File: config.mk
export PLATFORM = sky130hd
export DESIGN_NAME = present_drop_controller
export DESIGN_NICKNAME = d
export VERILOG_FILES = /design/src/rtl/present_drop_controller.sv
export SDC_FILE = /design/constraint.sdc
export NUM_CORES = 1
export LEC_CHECK = 0
export BUFFER_PORTS_ARGS = -buffer_cell sky130_fd_sc_hd__buf_2
export CORE_UTILIZATION = 30
export DETAILED_ROUTE_END_ITERATION = 8
export PLACE_DENSITY_LB_ADDON = 0.1
export SETUP_SLACK_MARGIN = 0.1
export SLEW_MARGIN = 20
export SYNTH_ARGS = -nofsm -noshare
export SYNTH_HDL_FRONTEND = slang
export SYNTH_SLANG_ARGS = --single-unit
File: constraint.sdc
create_clock -name clk -period 3.77 [get_ports clk]
set_input_delay 0.754 -clock clk [delete_from_list [all_inputs] [get_ports clk]]
set_output_delay 0.754 -clock clk [all_outputs]
set_load 0.005 [all_outputs]
File: src/rtl/present_drop_controller.sv
// rtl/present_drop_controller.sv - spawns one falling present from a latched random value
//
// Purpose:
//   Spawn handshake with the latched-counter random source (rand_rise pulse, then
//   capture of rand_val), then one present that falls a step per frame, rests on
//   the floor and expires, or leaves early when the player collects it.
//
// Optional feature macro: PRESENT_GRAVITY_EN
//   defined   : fall speed starts at FALL_SPEED and grows by 1 every ACCEL_FRAMES
//               frames, saturating at MAX_SPEED
//   undefined : constant fall speed FALL_SPEED, no speed/accel registers
//
// Ports:
//   clk           system clock
//   reset         asynchronous active-high reset
//   startOfFrame  one-cycle pulse per video frame
//   spawn_req     one-cycle request to drop a present (ignored while busy)
//   rand_val      dout of the random source
//   collected     present/player collision level
//   rand_rise     one-cycle pulse to the random source rise input
//   present_on    present exists (falling or landed)
//   present_x     top-left X
//   present_y     top-left Y
//   present_type  bonus kind, low two bits of the captured value
//   bonus_pulse   one-cycle pulse on collection
//   busy          controller not idle

module present_drop_controller #(
    parameter int RAND_BITS    = 10,
    parameter int X_MIN        = 8,
    parameter int X_MAX        = 600,
    parameter int SPAWN_Y      = 16,
    parameter int FLOOR_Y      = 440,
    parameter int FALL_SPEED   = 2,
    parameter int MAX_SPEED    = 8,
    parameter int ACCEL_FRAMES = 4,
    parameter int LAND_FRAMES  = 120
) (
    input  logic                 clk,
    input  logic                 reset,
    input  logic                 startOfFrame,
    input  logic                 spawn_req,
    input  logic [RAND_BITS-1:0] rand_val,
    input  logic                 collected,
    output logic                 rand_rise,
    output logic                 present_on,
    output logic [10:0]          present_x,
    output logic [10:0]          present_y,
    output logic [1:0]           present_type,
    output logic                 bonus_pulse,
    output logic                 busy
);

    localparam int CNT_MAX = (LAND_FRAMES > ACCEL_FRAMES) ? LAND_FRAMES : ACCEL_FRAMES;
    localparam int CNT_W   = $clog2(CNT_MAX + 1);

    localparam logic [10:0] X_MIN_V   = 11'(X_MIN);
    localparam logic [10:0] X_MAX_V   = 11'(X_MAX);
    localparam logic [10:0] X_SPAN_V  = 11'(X_MAX - X_MIN + 1);
    localparam logic [10:0] SPAWN_Y_V = 11'(SPAWN_Y);
    localparam logic [10:0] FLOOR_Y_V = 11'(FLOOR_Y);
    localparam logic [CNT_W-1:0] LAND_LAST = CNT_W'(LAND_FRAMES - 1);

    typedef enum logic [2:0] {
        S_IDLE,
        S_REQ,
        S_WAIT,
        S_CAPTURE,
        S_FALL,
        S_LAND
    } state_t;

    state_t            state;
    logic [CNT_W-1:0]  land_cnt;
    logic [10:0]       cur_speed;
    logic [10:0]       y_step;
    logic [10:0]       v;

    // Out-of-range values above X_MAX fold back by one span; anything still
    // too large is pinned to the right edge.
    function automatic logic [10:0] map_x(input logic [10:0] val);
        logic [10:0] folded;
        folded = val - X_SPAN_V;
        if (val < X_MIN_V)
            return X_MIN_V;
        else if (val <= X_MAX_V)
            return val;
        else if (folded > X_MAX_V)
            return X_MAX_V;
        else
            return folded;
    endfunction

    assign v      = 11'(rand_val);
    assign y_step = present_y + cur_speed;
    assign busy   = (state != S_IDLE);

`ifdef PRESENT_GRAVITY_EN
    localparam int SPD_W = $clog2(MAX_SPEED + 1);
    localparam logic [SPD_W-1:0] SPD_INIT  = SPD_W'(FALL_SPEED);
    localparam logic [SPD_W-1:0] SPD_MAX   = SPD_W'(MAX_SPEED);
    localparam logic [CNT_W-1:0] ACC_LAST  = CNT_W'(ACCEL_FRAMES - 1);

    logic [SPD_W-1:0] speed;
    logic [CNT_W-1:0] accel_cnt;

    assign cur_speed = 11'(speed);
`else
    // Constant speed; the cap keeps a mis-set FALL_SPEED within MAX_SPEED.
    assign cur_speed = 11'((FALL_SPEED > MAX_SPEED) ? MAX_SPEED : FALL_SPEED);
`endif

    always_ff @(posedge clk or posedge reset) begin
        if (reset) begin
            state        <= S_IDLE;
            land_cnt     <= '0;
            rand_rise    <= 1'b0;
            present_on   <= 1'b0;
            present_x    <= '0;
            present_y    <= '0;
            present_type <= '0;
            bonus_pulse  <= 1'b0;
`ifdef PRESENT_GRAVITY_EN
            speed        <= '0;
            accel_cnt    <= '0;
`endif
        end else begin
            bonus_pulse <= 1'b0;
            case (state)
                S_IDLE: begin
                    if (spawn_req) begin
                        rand_rise <= 1'b1;
                        state     <= S_REQ;
                    end
                end
                S_REQ: begin
                    rand_rise <= 1'b0;
                    state     <= S_WAIT;
                end
                S_WAIT: begin
                    // The source latched dout on the rise edge, so rand_val is
                    // already stable here; registering now makes the present
                    // visible in the CAPTURE cycle.
                    present_x    <= map_x(v);
                    present_type <= v[1:0];
                    present_y    <= SPAWN_Y_V;
                    present_on   <= 1'b1;
`ifdef PRESENT_GRAVITY_EN
                    speed        <= SPD_INIT;
                    accel_cnt    <= '0;
`endif
                    state        <= S_CAPTURE;
                end
                S_CAPTURE: begin
                    state <= S_FALL;
                end
                S_FALL: begin
                    if (collected) begin
                        bonus_pulse <= 1'b1;
                        present_on  <= 1'b0;
                        state       <= S_IDLE;
                    end else if (startOfFrame) begin
                        if (y_step >= FLOOR_Y_V) begin
                            present_y <= FLOOR_Y_V;
                            land_cnt  <= '0;
                            state     <= S_LAND;
                        end else begin
                            present_y <= y_step;
                        end
`ifdef PRESENT_GRAVITY_EN
                        if (accel_cnt == ACC_LAST) begin
                            accel_cnt <= '0;
                            if (speed < SPD_MAX)
                                speed <= speed + 1'b1;
                        end else begin
                            accel_cnt <= accel_cnt + 1'b1;
                        end
`endif
                    end
                end
                S_LAND: begin
                    if (collected) begin
                        bonus_pulse <= 1'b1;
                        present_on  <= 1'b0;
                        state       <= S_IDLE;
                    end else if (startOfFrame) begin
                        if (land_cnt == LAND_LAST) begin
                            present_on <= 1'b0;
                            state      <= S_IDLE;
                        end else begin
                            land_cnt <= land_cnt + 1'b1;
                        end
                    end
                end
                default: begin
                    rand_rise  <= 1'b0;
                    present_on <= 1'b0;
                    state      <= S_IDLE;
                end
            endcase
        end
    end

endmodule
==> metrics.md, run 1 <==
| Metric | Value |
|---|---|
| Outcome | complete, no violations |
| DRT Pass-1 Iters | 4 |
| Worst flop-to-flop path startpoint | present_y[1] |
| Crit path cell chain | ha_1 > and4_4 > and4_4 > nand4_1 > a32oi_4 > a21oi_1 > mux2_1 |
| Setup crit end kind | flop |
| FILL cells | 713 |
| Vias in the first global route | 1764 |
| Register-to-Register Path Depth | 7 |
| Synth Instances | 231 |
| Ys Warns | 0 |
| Util after Layout | 36.94% |
| Grt ovf | 0 |
| Pint | 0.9196 mW |
| Lkg Pwr | 1.164 nW |
| Gpl congestion | 0.8030 |
| Register bit count reported by yosys | 36 |
| Dpl ws | 1.087 ns |
| Post-DP Area | 2370 µm² |
| CTS Buffer Depth | 2 |
| Average wire per standard cell | 14.01 µm |
| Height of the die | 85.61 µm |
| Cell Rows | 30 |
| Area fraction of the dominant cell type after synthesis | 42.96% |
| Hold Crit Depth | 1 |
| Clock Power Share | 26.9% |
| IR drop worst, VDD | 0.0001988 V |
| Setup_tns | 0 ns |
| DP HPWL | 3.515 mm |
| Reg2reg end | land_cnt[1] |
| Setup repair bufs after CTS | 0 |
| Layout cells sized above 1 | 22.63% |
| Antenna Cells | 0 |
| Clock-pin slew of the registers on the worst-case setup and hold paths | 0.08 ns |
| Worst EP required | 3.95 ns |
| Combinational share of power | 31.7% |
| DRC violations left | 0 |
| Routed vias | 1844 |
| RSZ-0062 raised after global routing | no |
| Top cells by count, synth | dfrtp_1 (36), nand2_1 (35), nor2_1 (20), o21ai_0 (17), a21oi_1 (14) |
| H-tree Lvls | 2 |
| Slowest-stage cell, CP | a32oi_4 |
| CP Max Fanout | 15 |
| IO buf count | 41 |
| Count of final setup violators | 0 |
| Bufs and invs on worst path | 0 |
| Data arrival, critical path | 2.75 ns |
| Tcrit/Tclk final | 68.02% |
| Crit path kind | reg -> reg |
| ANT nets after route | 0 |
| Final Power | 1.407 mW |
| Unique masters post-synth | 53 |
| Initial Util | 31.04% |
| Critical Path Max Stage Delay | 0.53 ns |
| Post-synth EDFFs | 0 |
| Largest net degree at the start of global routing | 37 |
| Startpoint Class | flop |
| # IOs | 43 |
| Synth area leader | dfrtp_1 |
| Post-route cell area | 2496 µm² |
| TritonCTS clock tree | done |
| Via density per instance | 5.209 |
| R2R setup slack | 1.21 ns |
| DP Cell Count | 346 |
| Critical path's top delay family | compound AO/OA/AOI/OAI gates |
| Mapped Area | 2097 µm² |
| Post-CTS sizing | 0 |
| Initial antenna violation count | 0 |
| Reg power frac | 41.3% |
| Skew final | 0.008116 ns |
| Max-Cap Viols | 0 |
| Die ar. | 7328 µm² |
| Hold buffer count at cts | 0 |
| Min Hold Slack | 0.4762 ns |
| First-iteration detailed-routing DRC count | 87 |
| Sink Count | 36 |
| GR Util All Layers | 14.86% |
| Rel. slew slack | 51.04% |
| Worst Max-Slew Pin Slew | 0.7345 ns |
| Syn nets | 249 |
| Register area share after synthesis | 42.96% |
| Startpoint of the worst hold path | land_cnt[6] |
| Core area | 6756 µm² |
| Net count, final | 291 |
| Setup WS post-layout | 1.205 ns |
| Async set-reset flop share out of synthesis | 100.0% |
| Final non-filler cell total | 354 |
| Sw frac | 34.63% |
| Crit path top cell by count | and4_4 |
| Area grow syn2layout | 19.03% |
| Top FF cell, synth | dfrtp_1 |
| Power density cells | 563.5 nW/µm² |
| Period minus WS final | 2.565 ns |
| Final wirelength | 4.958 mm |
| Endpoints failing hold | 0 |
| Avg Cell Area, Syn | 9.078 µm² |
| Most common cell in the netlist | dfrtp_1 |
| Clk root buf | clkbuf_8 |
| Die width | 85.61 µm |
| First-pass GRT wire length | 8.625 mm |
| Sw Pwr | 0.4870 mW |
| CTS buffer count | 5 |
| Max Freq | 389.9 MHz |
| Area contributors post-synth | dfrtp_1 (43%), nand2_1 (6.3%), o21ai_0 (4.1%), nor2_1 (3.6%), a21oi_1 (3.3%) |
| Pins Over Slew Limit | 0 |
| Hold endpoint | land_cnt[6] |
| Hold crit path type | reg -> reg |
| Worst-Skew Late Latency | 0.29 ns |
-- layout make-up --
type / count / area (µm²) / share of cell area [%]
clock inverter: 1 / 30.03 / 1.203
timing repair buffer: 44 / 227.7 / 9.123
multi-input combinational: 180 / 1119 / 44.81
clock buffer: 7 / 96.34 / 3.860
sequential: 36 / 900.9 / 36.09
tap: 80 / 100.1 / 4.010
inverter: 6 / 22.52 / 0.9023
-- power groups by stage --
stage	logic, mW	clock network, mW	registers, mW
after floorplan	0.302	0	0.562
after global placement	0.458	0	0.593
after detailed placement	0.455	0	0.589
after CTS	0.457	0.398	0.582
after global routing	0.513	0.407	0.599
final	0.447	0.379	0.582
-- layout by cell type (no fill, tap or decap), types with 2 or more instances in the layout --
master / count
and4_4: 2
o21ai_0: 17
nor2_1: 20
ha_1: 3
xnor2_1: 4
dfrtp_1: 36
a211o_1: 2
nor3_1: 5
inv_1: 6
a31oi_1: 5
a211oi_1: 6
o21ai_1: 2
and2_1: 5
o22a_1: 6
nor2b_1: 4
buf_4: 3
mux2i_1: 3
a21oi_1: 14
xor2_1: 3
or3_1: 6
nand3_1: 5
and3_1: 4
buf_2: 41
o31ai_1: 2
nand2_1: 35
clkbuf_8: 7
a21o_1: 2
-- worst max-delay path by stage --
stage,start,endpoint,slack (ns),cells past startpoint
2_1_floorplan,present_y[1],land_cnt[1],1.60,7
5_1_grt,present_y[1],land_cnt[1],0.97,7
3_3_place_gp,collected,present_x[5],1.16,8
3_5_place_dp,collected,present_x[5],1.09,8
6_report,present_y[1],land_cnt[1],1.21,7
4_1_cts,present_y[1],land_cnt[1],1.18,7
-- layer usage --
layer,vias to the layer above,GRT usage (%),wire [µm]
met5,-,0,0
met3,4,3.561,204
met1,874,21.09,2445
met2,39,22.62,2259
met4,0,4.091,48
li1,927,-,-
-- flip-flops by register name (all words and copies together), names as in the netlist --
register and count:
present_on 1, present_x 11, bonus_pulse 1, rand_rise 1, present_type 2, present_y 10
land_cnt 7, state 3
-- logic make-up after synthesis --
family | share of synthesized area (%)
other cells | 0.1788
mux | 2.506
fa+ha+maj | 1.790
flops | 42.96
simple gates | 22.85
compound gates | 23.09
xor+xnor | 2.924
buf+inv | 3.699
No activity file was read; power rests on OpenSTA's default activity.
==> run 2, diff against run 1 <==
==> constraint.sdc (replaced) <==
create_clock -name clk -period 2.45 [get_ports clk]
set_input_delay 0.49 -clock clk [delete_from_list [all_inputs] [get_ports clk]]
set_output_delay 0.49 -clock clk [all_outputs]
set_load 0.005 [all_outputs]
==> run 2 against run 1 <==
Via count increased by 2.9%. Flip-flop and latch count unchanged. Die area unchanged. Total power is 48% higher. Worst hold slack got worse by 0.19 ns. Combinational power is 68% higher. Sequential power up 51%. Wire length decreased by 0.38%. Cell count rose by 2.0%. Clock power grew 18%. Count of clock-buffer cells in the layout up 1. First-iteration DRC count decreased by 32%. Largest cell class unchanged.
==> metrics.md, run 2 (same netlist as run 1, synthesis figures left out) <==
| Metric | Value |
|---|---|
| CTS Buffer Depth | 2 (unchanged) |
| DRC violations left | 0 (unchanged) |
| Initial Util | 31.04% (unchanged) |
| Hold buffer count at cts | 0 (unchanged) |
| Max-Cap Viols | 0 (unchanged) |
| Average wire per standard cell | 13.68 µm (was 14.01 µm) |
| Outcome | complete, no violations (unchanged) |
| First-iteration detailed-routing DRC count | 59 (was 87) |
| Largest regs | present_x (11), present_y (10), land_cnt (7) (unchanged) |
| Power density cells | 827.8 nW/µm² (was 563.5 nW/µm²) |
| Vias in the first global route | 1785 (was 1764) |
| Antenna Cells | 0 (unchanged) |
| Endpoints failing hold | 0 (unchanged) |
| Worst Max-Slew Pin Slew | 0.7622 ns (was 0.7345 ns) |
| Sink Count | 36 (unchanged) |
| CTS buffer count | 5 (unchanged) |
| R2R setup slack | 0.27 ns (was 1.21 ns) |
| Initial antenna violation count | 0 (unchanged) |
| CP Max Fanout | 5 (was 15) |
| Max Freq | 459.5 MHz (was 389.9 MHz) |
| Clk root buf | clkbuf_8 (unchanged) |
| ANT nets after route | 0 (unchanged) |
| Worst EP required | 2.64 ns (was 3.95 ns) |
| DRT Pass-1 Iters | 4 (unchanged) |
| Via density per instance | 5.255 (was 5.209) |
| # IOs | 43 (unchanged) |
| Net count, final | 298 (was 291) |
| Reg power frac | 42.3% (was 41.3%) |
| Height of the die | 85.61 µm (unchanged) |
| Routed vias | 1897 (was 1844) |
| Register-to-Register Path Depth | 8 (was 7) |
| TritonCTS clock tree | done (unchanged) |
| First-pass GRT wire length | 8.549 mm (was 8.625 mm) |
| Lkg Pwr | 1.179 nW (was 1.164 nW) |
| Crit path kind | reg -> reg (unchanged) |
| Max reg flops | 11 (unchanged) |
| Clock Power Share | 21.5% (was 26.9%) |
| Data arrival, critical path | 2.36 ns (was 2.75 ns) |
| Post-DP Area | 2422 µm² (was 2370 µm²) |
| Post-route cell area | 2512 µm² (was 2496 µm²) |
| Cell Rows | 30 (unchanged) |
| GR Util All Layers | 14.50% (was 14.86%) |
| DP HPWL | 3.585 mm (was 3.515 mm) |
| Die ar. | 7328 µm² (unchanged) |
| Tcrit/Tclk final | 88.82% (was 68.02%) |
| Clock-pin slew of the registers on the worst-case setup and hold paths | 0.08 ns (about the same) |
| Reg2reg end | land_cnt[4] (was land_cnt[1]) |
| Die width | 85.61 µm (unchanged) |
| Combinational share of power | 36.2% (was 31.7%) |
| Largest Register | present_x (unchanged) |
| Layout cells sized above 1 | 23.84% (was 22.63%) |
| Setup crit end kind | flop (unchanged) |
| Startpoint Class | flop (unchanged) |
| Worst flop-to-flop path startpoint | present_y[1] (unchanged) |
| Grt ovf | 0 (unchanged) |
| Sw frac | 36.15% (was 34.63%) |
| Core area | 6756 µm² (unchanged) |
| Area grow syn2layout | 19.81% (was 19.03%) |
| H-tree Lvls | 2 (unchanged) |
| Most frequent cells in the layout | buf_2 (41), dfrtp_1 (36), nand2_1 (35) (unchanged) |
| Post-CTS sizing | 0 (unchanged) |
| Worst-Skew Late Latency | 0.29 ns (about the same) |
| Sw Pwr | 0.7518 mW (was 0.4870 mW) |
| Count of final setup violators | 0 (unchanged) |
| Hold crit path type | in -> async (was reg -> reg) |
| Setup repair bufs after CTS | 0 (unchanged) |
| Pins Over Slew Limit | 0 (unchanged) |
| Pint | 1.328 mW (was 0.9196 mW) |
| RSZ-0062 raised after global routing | no (unchanged) |
| Gpl congestion | 0.7802 (was 0.8030) |
| Skew final | 0.008654 ns (was 0.008116 ns) |
| Rel. slew slack | 49.19% (was 51.04%) |
| IR drop worst, VDD | 0.0004430 V (was 0.0001988 V) |
| IO buf count | 41 (unchanged) |
| Commonest non-fill, non-tap cell in the layout | buf_2 (unchanged) |
| Setup_tns | 0 ns (unchanged) |
| Largest net degree at the start of global routing | 37 (unchanged) |
| Period minus WS final | 2.176 ns (was 2.565 ns) |
| Final wirelength | 4.939 mm (was 4.958 mm) |
-- run 2: power groups by stage --
stage	clock network (mW)	logic, mW	registers [mW]
after detailed placement	0	0.767	0.889
final	0.447	0.752	0.881
after CTS	0.460	0.769	0.881
after global placement	0	0.771	0.888
after floorplan	0	0.465	0.865
after global routing	0.482	0.861	0.906
-- run 2: area by class of cell --
cell class	count	area, µm²
multi-input combinational	180	1119
timing repair buffer	51	280.3
fill	722	4244
inverter	6	22.52
tap	80	100.1
sequential	36	900.9
clock buffer	8	90.09
-- run 2: worst max-delay path by stage --
stage,startpoint,slack [ns],end,cells past startpoint
3_5_place_dp,present_y[1],0.25,land_cnt[4],8
5_1_grt,present_y[2],0.10,land_cnt[4],8
4_1_cts,present_y[1],0.25,land_cnt[4],8
3_3_place_gp,present_y[4],0.28,present_y[6],7
2_1_floorplan,present_y[1],0.28,land_cnt[1],7
6_report,present_y[1],0.27,land_cnt[4],8
-- run 2: worst max-delay path, stage by stage (launching register included) --
cell and delay [ns]:
dfrtp_1 0.38, ha_1 0.24, and2_1 0.20, o31ai_1 0.23, a32o_1 0.24, a32oi_4 0.15, buf_4 0.19, a21o_1 0.18
a211o_1 0.28
-- run 2: routing by layer --
layer | vias up | wire, µm | GRT usage (%)
li1 | 939 | - | -
met1 | 915 | 2371 | 19.54
met2 | 37 | 2253 | 22.62
met3 | 6 | 245 | 4.042
met4 | 0 | 69 | 4.545
met5 | - | 0 | 0
-- run 2: per-stage QoR --
step	std cells	worst slack (ns)	utilization, %	total power [mW]	hold WS [ns]
after detailed placement	353	0.2547	35.85	1.657	0.4647
final	361	0.2739	37.19	2.080	0.2823
after global placement	353	0.2769	35.85	1.660	0.4600
after CTS	361	0.2500	37.19	2.110	0.3199
after global routing	361	0.1019	37.19	2.249	0.3537
after floorplan	231	0.2845	-	1.330	0.4504
